==> src/rtl/kpn_channel_reader.sv <==
// kpn_channel_reader: Kahn blocking-read endpoint that pops a channel FIFO through a 2-entry skid buffer onto a valid/ready token port
module kpn_channel_reader #(
    parameter int B  = 16,
    parameter int CW = 16
) (
    input  logic          clk,
    input  logic          reset_n,
    input  logic          enable,
    input  logic          fifo_empty,
    output logic          fifo_rd,
    input  logic [B-1:0]  fifo_dout,
    output logic          tok_valid,
    output logic [B-1:0]  tok_data,
    input  logic          tok_ready,
    output logic [CW-1:0] tok_count,
    output logic          starved
);
    logic [1:0]   occ, rem;
    logic [2:0]   occ_next;
    logic         inflight, pop;
    logic [B-1:0] head, tail;
    always_comb begin
        pop      = tok_valid & tok_ready;
        rem      = occ - {1'b0, pop};
        occ_next = {1'b0, rem} + {2'b0, inflight};
        fifo_rd  = reset_n & enable & ~fifo_empty & (occ_next < 3'd2);
    end
    assign tok_valid = occ != 2'd0;
    assign tok_data  = head;
    assign starved   = reset_n & enable & fifo_empty & ~tok_valid & ~inflight;
    always_ff @(posedge clk or negedge reset_n) begin
        if (!reset_n) begin
            occ       <= '0;
            inflight  <= 1'b0;
            head      <= '0;
            tail      <= '0;
            tok_count <= '0;
        end else begin
            inflight  <= fifo_rd;
            occ       <= occ_next[1:0];
            tok_count <= tok_count + CW'(pop);
            head      <= (inflight && rem == 2'd0) ? fifo_dout : (pop ? tail : head);
            tail      <= (inflight && rem == 2'd1) ? fifo_dout : tail;
        end
    end
endmodule

==> config.mk <==
export PLATFORM = sky130hd
export DESIGN_NAME = kpn_channel_reader
export DESIGN_NICKNAME = d
export VERILOG_FILES = /design/src/rtl/kpn_channel_reader.sv
export SDC_FILE = /design/constraint.sdc
export NUM_CORES = 1
export LEC_CHECK = 0
export CELL_PAD_IN_SITES_DETAIL_PLACEMENT = 0
export CELL_PAD_IN_SITES_GLOBAL_PLACEMENT = 1
export CORE_AREA = 2 2 80 82
export DETAILED_ROUTE_END_ITERATION = 8
export DIE_AREA = 0 0 82 84
export GPL_TIMING_DRIVEN = 0
export PLACE_DENSITY = 0.76
export REMOVE_ABC_BUFFERS = 1
export SYNTH_ARGS = -nofsm -noshare
export SYNTH_HDL_FRONTEND = slang
export SYNTH_SLANG_ARGS = --single-unit
==> constraint.sdc <==
create_clock -name clk -period 2.1 [get_ports clk]
set_input_delay 0.315 -clock clk [delete_from_list [all_inputs] [get_ports clk]]
set_output_delay 0.315 -clock clk [all_outputs]
set_load 0.1 [all_outputs]
==> results of run 1 <==
[cell families (layout without fill, tap and decap cells)]
logic type / Yosys count / in the layout / share of synthesized area
AOI/OAI and AO/OA: 21 / 21 / 0.0532
xor gates and xnor gates: 15 / 15 / 0.0588
adders and majority gates: 3 / 3 / 0.0168
buffers and inverters: 9 / 74 / 0.0241
DFF: 51 / 51 / 0.571
muxes: 32 / 32 / 0.169
and+or+nand+nor: 46 / 46 / 0.106
[routing by layer]
metal | global-route usage | share of wire
met5 | 0 | 0
met4 | 0.0364 | 0.010
met3 | 0.0433 | 0.074
met2 | 0.207 | 0.42
met1 | 0.188 | 0.49
[final timing paths]
path | depth (start not counted) | slack (ns) | end
setup / recovery | 6 | 0.02 | fifo_rd
hold / removal | 3 | 0.08 | tail[9]
min in group clk | 1 | 0.47 | tok_count[15]
setup reg to reg | 4 | 0.27 | tail[1]
hold reg to reg | 1 | 0.47 | tok_count[15]
max in group asynchronous | 2 | 0.98 | tail[0]
[area by class of cell]
cell class | instances | area (sq um)
inverters | 3 | 11.3
multi-input cells | 117 | 938
well taps | 77 | 96.3
repair buffers | 63 | 621
flip-flops and latches | 51 | 1280
clock inverters | 2 | 35.0
fillers | 579 | 3030
clock buffers | 6 | 82.6
[where the power goes]
part           total (mW)  switching (mW)  internal (mW)
Sequential           1.44           0.174           1.26
Combinational        2.08            1.64          0.447
Clock               0.702           0.316          0.386
Total                4.22            2.13           2.09
[timing repair]
| action | in CTS | in global routing |
|---|---|---|
| endpoints found under the hold margin | 16 | 0 |
| setup buffers | 0 | 4 |
| hold buffers | 2 | 0 |
| pin swaps | 1 | 2 |
| resized for setup | 50 | 8 |
| setup endpoints to repair | 35 | 3 |
[registers in the layout, summed over array words and instances (netlist names)]
signal	count
inflight	1
tok_count	16
tail	16
tok_data	16
occ	2
[cell usage after synthesis, types with 2 or more instances]
master    instances
and4_1            3
inv_1             2
dfrtp_1          51
mux2i_1          16
nand2b_1          2
nor2_1            5
nand3_1           6
mux2_4           10
buf_6             2
xor2_1            2
nand2_1          20
ha_1              3
nand4_1           4
mux2_2            6
xnor2_1          13
clkbuf_1          2
o21ai_0          17
a21oi_1           2
[worst max-delay path, cell delays in order (launching register included)]
cell      delay, ns
dfrtp_2        0.46
nor3b_4        0.24
a21oi_2        0.06
nand2b_4       0.15
ha_4           0.15
and4b_2        0.24
buf_12         0.17
[per-stage QoR]
step	setup slack [ns]	hold WS [ns]	power, mW
floorplan	-0.653	0.0194	3.11
global placement	-2.35	0.460	3.63
detailed placement	-1.05	0.278	3.66
CTS	-0.0899	0.0808	4.25
global route	-0.0616	0.0940	4.43
finish	0.0195	0.0767	4.22
==> results.cfg, run 1 <==
[global_routing]
overflow = 0
grt_max_degree = 36
antenna_found_initial = 0
track_usage = 0.137
grt_pass1_wl_um = 7160
grt_pass1_vias = 1523

[final_layout]
final_common_cell = dfrtp_1
fin_util = 0.502
final_cell_mix = dfrtp_1 (50), dlygate4sd2_1 (33), nand2_1 (20)
drive_above_1_share = 0.182
final_nets = 265
final_cells = 319
syn_to_final_growth_pct = 37.1
design_area_sq_um = 3060
n_antenna_cell = 0

[detailed_routing]
antenna_left = 0
drt_first_pass_iters = 4
routed_wl_um = 4390
vias_per_cell = 4.77
drt-initial-drc-count = 40
routedWlPerCell_um = 13.8
vias = 1521
drcViolationCount = 0

[cts]
cts_buffers = 5
path_clk_slew_ns = 0.09
cts-root-buf = clkbuf_8
htree_levels = 2
cts_tree = built
cts.path.max_buffers = 2
clock_sinks = 51
insertion_delay_ns = 0.30

[sta]
tightest_slew_ns = 1.01
rsz0062_at_grt = true
setup_viol = 0
min_period_ns = 2.08
finClkSkew_ns = 0.00496
final.setup.tns_ns = 0
hold_viol = 0
finalCritPeriodShare = 0.991
maxSlewHeadroom = 0.332
slew_violations = 0
max_freq_mhz = 481

[synthesis]
synth.ff_latch_count = 51
ys_types = 29
synthArstFlopShare = 1.00
dominantRegCellSynth = dfrtp_1
synth_top_area_share = 0.571
synth_area_leader_cell = dfrtp_1
ys_top_cells_by_area = dfrtp_1 (57%), mux2i_1 (7.2%), mux2_4 (6.7%), xnor2_1 (5.1%), o21ai_0 (3.8%)
syn_area_sq_um = 2230
synth.avg_cell_area_sq_um = 12.6
netlist_instances = 177
yosys_warnings = 0
synth_edf_count = 0
ys_seq_area_frac = 0.571

[floorplan]
fp.dieW_um = 82
design.core.area_sq_um = 6100
pin_count = 56
num_rows = 29
die_height_um = 84
dieArea_sq_um = 6890
start_util = 0.366

[min_path]
hold_class = in -> async

[pwr]
power.density_nw_per_um2 = 1380
ir_drop_uv = 998
leakage_nw = 1.59

[critical_path]
crit_path_start = occ[0]
crit_arrival_ns = 1.77
critPathLaunchType = flip-flop
r2r-start = occ[1]
critPathMaxFanout = 6
end_kind = primary output
crit_required_ns = 1.78
crit_type = reg -> out

[place]
gp_congestion = 0.685
hpwl_um = 2920
place_area_sq_um = 2870
io_buffers = 55
placed_cells = 305

[job]
cap_violations = 0

[status]
status = complete, no violations
Power figures use the tool's default switching activity.
==> inputs of run 2 (changes only) <==
--- a/config.mk
+++ b/config.mk
@@ -11,6 +11,7 @@
 export DETAILED_ROUTE_END_ITERATION = 8
 export DIE_AREA = 0 0 82 84
 export GPL_TIMING_DRIVEN = 0
+export HOLD_SLACK_MARGIN = 0.02
 export PLACE_DENSITY = 0.76
 export REMOVE_ABC_BUFFERS = 1
 export SYNTH_ARGS = -nofsm -noshare
==> results of run 2 <==
Same layout as run 1: the final DEF is identical, and so are final timing and power.
==> inputs of run 3 (changes only) <==
--- a/config.mk
+++ b/config.mk
@@ -8,6 +8,7 @@
 export CELL_PAD_IN_SITES_DETAIL_PLACEMENT = 0
 export CELL_PAD_IN_SITES_GLOBAL_PLACEMENT = 1
 export CORE_AREA = 2 2 80 82
+export CTS_CLUSTER_DIAMETER = 60
 export DETAILED_ROUTE_END_ITERATION = 8
 export DIE_AREA = 0 0 82 84
 export GPL_TIMING_DRIVEN = 0
==> results of run 3 <==
Same layout as run 1: the final DEF is identical, and so are final timing and power.
